## src/rtl/interrupt_ctrl_pkg.sv

```systemverilog
// Shared types and helpers for the multi-channel interrupt controller.
package interrupt_ctrl_pkg;

    typedef enum logic [1:0] {
        IDLE = 2'd0,
        REQ  = 2'd1,
        GAP  = 2'd2
    } arb_state_t;

    localparam logic MODE_LEVEL = 1'b0;
    localparam logic MODE_EDGE  = 1'b1;

    // Index of the lowest set bit; 0 when nothing is set.
    function automatic int lowest_idx(input logic [31:0] vec);
        int idx;
        idx = 0;
        for (int i = 31; i >= 0; i--) begin
            if (vec[i]) idx = i;
        end
        return idx;
    endfunction

endpackage

```

## src/rtl/int_ch_cell.sv

```systemverilog
// One interrupt channel: source select, rising-edge detect and sticky status bit.
module int_ch_cell
    import interrupt_ctrl_pkg::*;
(
    input  logic clk,
    input  logic rst_n,
    input  logic int_in,
    input  logic int_mode,
    input  logic int_set_en,
    input  logic int_set_value,
    input  logic int_en,
    input  logic int_clr,
    input  logic ack_clr,
    output logic int_state
);

    logic src;
    logic src_d;
    logic rise;
    logic hit;

    assign src  = int_set_en ? int_set_value : int_in;
    // src_d resets low, so a source already high at reset release counts as an edge.
    assign rise = src & ~src_d;
    assign hit  = int_en & ((int_mode == MODE_EDGE) ? rise : src);

    always_ff @(posedge clk or negedge rst_n) begin
        if (!rst_n) begin
            src_d     <= 1'b0;
            int_state <= 1'b0;
        end else begin
            src_d <= src;
            if (hit)
                int_state <= 1'b1;
            else if (int_clr || ack_clr)
                int_state <= 1'b0;
        end
    end

endmodule

```

## src/rtl/interrupt_ctrl_mc.sv

```systemverilog
// Multi-channel interrupt controller: per-channel cells, merged IRQ line and
// a fixed-priority vector handshake that auto-clears the acknowledged channel.
module interrupt_ctrl_mc
    import interrupt_ctrl_pkg::*;
#(
    parameter int CH_NUM = 8,
    parameter int ID_W   = (CH_NUM > 1) ? $clog2(CH_NUM) : 1
) (
    input  logic              clk,
    input  logic              rst_n,
    input  logic [CH_NUM-1:0] int_in,
    input  logic [CH_NUM-1:0] int_mode,
    input  logic [CH_NUM-1:0] int_set_en,
    input  logic [CH_NUM-1:0] int_set_value,
    input  logic [CH_NUM-1:0] int_en,
    input  logic [CH_NUM-1:0] int_mask,
    input  logic [CH_NUM-1:0] int_clr,
    output logic [CH_NUM-1:0] int_state,
    output logic [CH_NUM-1:0] int_pending,
    output logic              irq_out,
    output logic              irq_valid,
    output logic [ID_W-1:0]   irq_id,
    input  logic              irq_ack
);

    arb_state_t        state;
    logic [CH_NUM-1:0] ack_clr;

    for (genvar i = 0; i < CH_NUM; i++) begin : g_ch
        int_ch_cell u_cell (
            .clk          (clk),
            .rst_n        (rst_n),
            .int_in       (int_in[i]),
            .int_mode     (int_mode[i]),
            .int_set_en   (int_set_en[i]),
            .int_set_value(int_set_value[i]),
            .int_en       (int_en[i]),
            .int_clr      (int_clr[i]),
            .ack_clr      (ack_clr[i]),
            .int_state    (int_state[i])
        );
    end

    assign int_pending = int_state & ~int_mask;

    // The acknowledged channel is cleared in the same edge that drops irq_valid.
    assign ack_clr = (state == REQ && irq_ack) ? (CH_NUM'(1) << irq_id) : '0;

    always_ff @(posedge clk or negedge rst_n) begin
        if (!rst_n)
            irq_out <= 1'b0;
        else
            irq_out <= |int_pending;
    end

    always_ff @(posedge clk or negedge rst_n) begin
        if (!rst_n) begin
            state     <= IDLE;
            irq_valid <= 1'b0;
            irq_id    <= '0;
        end else begin
            case (state)
                IDLE: begin
                    if (|int_pending) begin
                        irq_id    <= ID_W'(lowest_idx(32'(int_pending)));
                        irq_valid <= 1'b1;
                        state     <= REQ;
                    end
                end
                REQ: begin
                    if (irq_ack) begin
                        irq_valid <= 1'b0;
                        state     <= GAP;
                    end
                end
                GAP:     state <= IDLE;
                default: begin
                    irq_valid <= 1'b0;
                    state     <= IDLE;
                end
            endcase
        end
    end

endmodule

```

## config.mk

```make
export PLATFORM = sky130hd
export DESIGN_NAME = interrupt_ctrl_mc
export DESIGN_NICKNAME = d
export VERILOG_FILES = /design/src/rtl/interrupt_ctrl_pkg.sv /design/src/rtl/int_ch_cell.sv /design/src/rtl/interrupt_ctrl_mc.sv
export SDC_FILE = /design/constraint.sdc
export NUM_CORES = 1
export LEC_CHECK = 0
export ABC_AREA = 1
export BUFFER_PORTS_ARGS = -buffer_cell sky130_fd_sc_hd__buf_2
export CORE_UTILIZATION = 37
export CTS_BUF_LIST = sky130_fd_sc_hd__clkbuf_16
export DETAILED_ROUTE_END_ITERATION = 8
export PLACE_DENSITY = 0.85
export SETUP_SLACK_MARGIN = 0.1
export SLEW_MARGIN = 5
export SYNTH_ARGS = -nofsm -noshare
export SYNTH_HDL_FRONTEND = slang
export SYNTH_SLANG_ARGS = --single-unit
```

## constraint.sdc

```tcl
create_clock -name clk -period 1 [get_ports clk]
set_input_delay 0.25 -clock clk [delete_from_list [all_inputs] [get_ports clk]]
set_output_delay 0.25 -clock clk [all_outputs]
set_load 0.02 [all_outputs]
```

==> results.yml <==
setup_path:
  worst-path-stages: 4
  cp.required_ps: 750
  r2r_slack_ps: -250
  r2r_path_start: "g_ch[5].u_cell.int_state"
  critPathMaxFanout: 2
  cp-start-kind: "register"
  critical_path.most_common_cell: "sky130_fd_sc_hd__buf_6"
  startpoint_to_endpoint_class_of_the_critical_path: "reg -> out"
  master_of_the_slowest_instance_on_the_critical_path: "sky130_fd_sc_hd__dfrtp_1"
  cp_cell_sequence: "nand2_2, buf_6, inv_2, buf_6"
  cp.arrival_ps: 1030
  critPathMaxStageDelay_ps: 400
  timing.reg2reg.worst_path_depth: 9
  worstSetupEndpointType: "output pin"
  worst-path-buf-inv: 3
  critical-path-top-delay-family: "flip-flops"
  r2r-end: "irq_id[0]"
clock_tree:
  ctsRootBufferMaster: "sky130_fd_sc_hd__clkbuf_16"
  clkLatencyLatePin_ps: 260
  bufs_on_longest_clock_path: 2
  htreeDepth: 1
  path_clk_slew_ps: 60
  cts.sink_count: 23
  clock_buffers_created_by_tritoncts: 3
  tritoncts: "built"
timing:
  timing_max_transition_violations_final: 0
  worstMarginPinSlew_ps: 518
  unrepaired_setup_endpoints_after_global_routing: "yes"
  finalHoldWorstSlack_ps: -38.1
  post-route-period-util_pct: 128
  max_clock_freq_mhz: 779
  fin_ws_ps: -283
  slew_headroom_pct: 65.5
  final_hold_viol_count: 23
  finalClockSkew_ps: 2.29
  fin_crit_ps: 1280
  setup_viol: 35
synthesis:
  synth_largest_area_cell: "sky130_fd_sc_hd__dfrtp_1"
  netlist-cell-type-count: 16
  flip_flop_and_latch_count_after_synthesis: 23
  synth_area_um2: 1190
  mappedNetlistNets: 199
  cells_after_synth: 140
  synth-seq-area-share_pct: 48.3
  synthTopCellsByArea: "sky130_fd_sc_hd__dfrtp_1 48%, sky130_fd_sc_hd__nand2_1 13%, sky130_fd_sc_hd__mux2_2 7.6%, sky130_fd_sc_hd__inv_1 6.0%, sky130_fd_sc_hd__buf_4 5.0%"
  syn-mean-instance-area_um2: 8.51
  synth_top_area_share_pct: 48.3
  synthesis.yosys.warnings: 0
job:
  max_cap_violations: 0
drt:
  drc: 0
  drtPass1Iterations: 4
  ant_nets: 0
  routed_wire_length_per_instance_um: 14.3
  postRouteWirelength_um: 4270
  routed-via-count: 1464
  detailedRoute.firstIterationViolations: 59
  vias_per_inst: 4.91
die:
  starting_density_of_the_core_pct: 39.0
  rows: 20
  die_height_um: 58.7
  die-area_um2: 3450
  core_area_um2: 3050
  io_pins: 80
  floorplan.die.width_um: 58.7
power:
  leakagePower_nw: 1.24
  clock_power_share_pct: 20.3
  share_comb_of_total_power_pct: 50.1
  switching_power_mw: 1.55
  int_pwr_mw: 2.73
  pwr_density_cell_nw_per_um2: 1890
  vdd_drop_max_mv: 1.07
  power.sequential.fraction_pct: 29.6
  p_sw_share_pct: 36.2
final_layout:
  antennaDiodeCount: 0
  fillCellCount: 220
  final_layout_size_suffix_gt1_share_pct: 64.6
  finalNetCount: 314
  stdcell_count: 298
  post-route-cell-area_um2: 2270
  layout_area_overhead_pct: 90.3
status:
  failed_checks: "hold timing, setup timing"
  run_status: "finished, violations left"
placement:
  routabilityCongestion: 0.868
  preCtsSetupSlack_ps: -170
  place_inst: 276
  dpl.hpwl_um: 2460
  placed_area_um2: 1740
  port-buffer-count: 79
global_routing:
  grt_util_all_layers_pct: 23.2
  grt_remaining_overflow: 0
  vias_in_the_first_global_route: 1430
  grt_pass1_wl_um: 6070
  number_of_antenna_violations_at_the_first_check_in_global_routing: 0
  largest_net_degree_at_the_start_of_global_routing: 24
hold_path:
  worst_hold_path_type: "in -> async"
==> layout make-up <==
class / instances / area, um2 / area share [%]
Sequential cell: 23 / 578 / 25.5
Inverter: 20 / 75.1 / 3.31
Clock inverter: 1 / 3.75 / 0.166
Timing Repair Buffer: 118 / 891 / 39.3
Multi-Input combinational cell: 89 / 589 / 26.0
Clock buffer: 3 / 75.1 / 3.31
Tap cell: 44 / 55.1 / 2.43
==> cell usage after synthesis (all sizes together) <==
cell type	instances
nor2	7
mux2	8
buf	8
inv	20
a21oi	2
nor3b	1
o21ai	3
o31ai	1
nand4	8
o21bai	1
dfrtp	23
nand2	42
nand3b	7
nand3	8
nor3	1
==> cells in the final DEF (no fill, tap or decap), drive strengths merged <==
cell	n
a21oi	2
buf	118
clkbuf	3
dfrtp	23
inv	21
mux2	8
nand2	42
nand3	8
nand3b	7
nand4	8
nor2	7
nor3	1
nor3b	1
o21ai	3
o21bai	1
o31ai	1
==> metrics by stage <==
stage | utilization, % | total power, mW | hold slack (ps) | TNS, ps
6_report | 74.3 | 4.28 | -38.1 | -6080
5_1_grt | 74.3 | 4.47 | 3.02 | -7240
4_1_cts | 69.9 | 3.99 | -17.2 | -4940
3_5_place_dp | 57.1 | 2.59 | 257 | -1540
3_3_place_gp | 57.1 | 2.55 | 255 | -1030
2_1_floorplan | - | 1.99 | -45.6 | -652
==> cells by family after synthesis <==
group                  Yosys count  share of synthesized area [%]
buffers and inverters           28                           11.3
muxes                            8                           7.56
DFF                             23                           48.3
and+or+nand+nor                 74                           29.4
AOI/OAI and AO/OA                7                           3.36
==> power by group through the flow <==
stage	clock [mW]	combinational, mW	sequential (mW)
floorplan	0	0.610	1.38
global placement	0	1.27	1.27
detailed placement	0	1.31	1.28
CTS	0.867	1.87	1.25
global route	0.916	2.27	1.28
finish	0.869	2.15	1.27
==> worst max path at each step <==
stage                                   from                  endpoint  slack, ps
finish              g_ch[5].u_cell.int_state            int_pending[5]       -280
floorplan                           state[1]  g_ch[0].u_cell.int_state        -80
detailed placement  g_ch[6].u_cell.int_state                 irq_id[0]       -170
CTS                 g_ch[1].u_cell.int_state            int_pending[1]       -220
global route        g_ch[6].u_cell.int_state                 irq_id[0]       -330
global placement    g_ch[6].u_cell.int_state                 irq_id[0]       -120
==> flip-flops by register name, summed over array words and instances (netlist names) <==
name                   flops
irq_id                     3
g_ch.u_cell.src_d          8
state                      2
irq_valid                  1
g_ch.u_cell.int_state      8
irq_out                    1
==> repair_timing <==
action                                  CTS  global route
hold endpoints to repair                 23             0
cloned                                    0             0
resized for setup                        77            25
pin swaps                                10            14
buffers inserted                         12             6
endpoints found under the setup margin   35            36
==> metal layers <==
metal	vias to the layer above	wire, um	GRT usage (%)
li1	676	-	-
met1	695	1650	25.6
met2	79	2200	41.9
met3	14	305	5.27
met4	0	112	11.2
met5	-	0	0
Power figures use the tool's default switching activity.
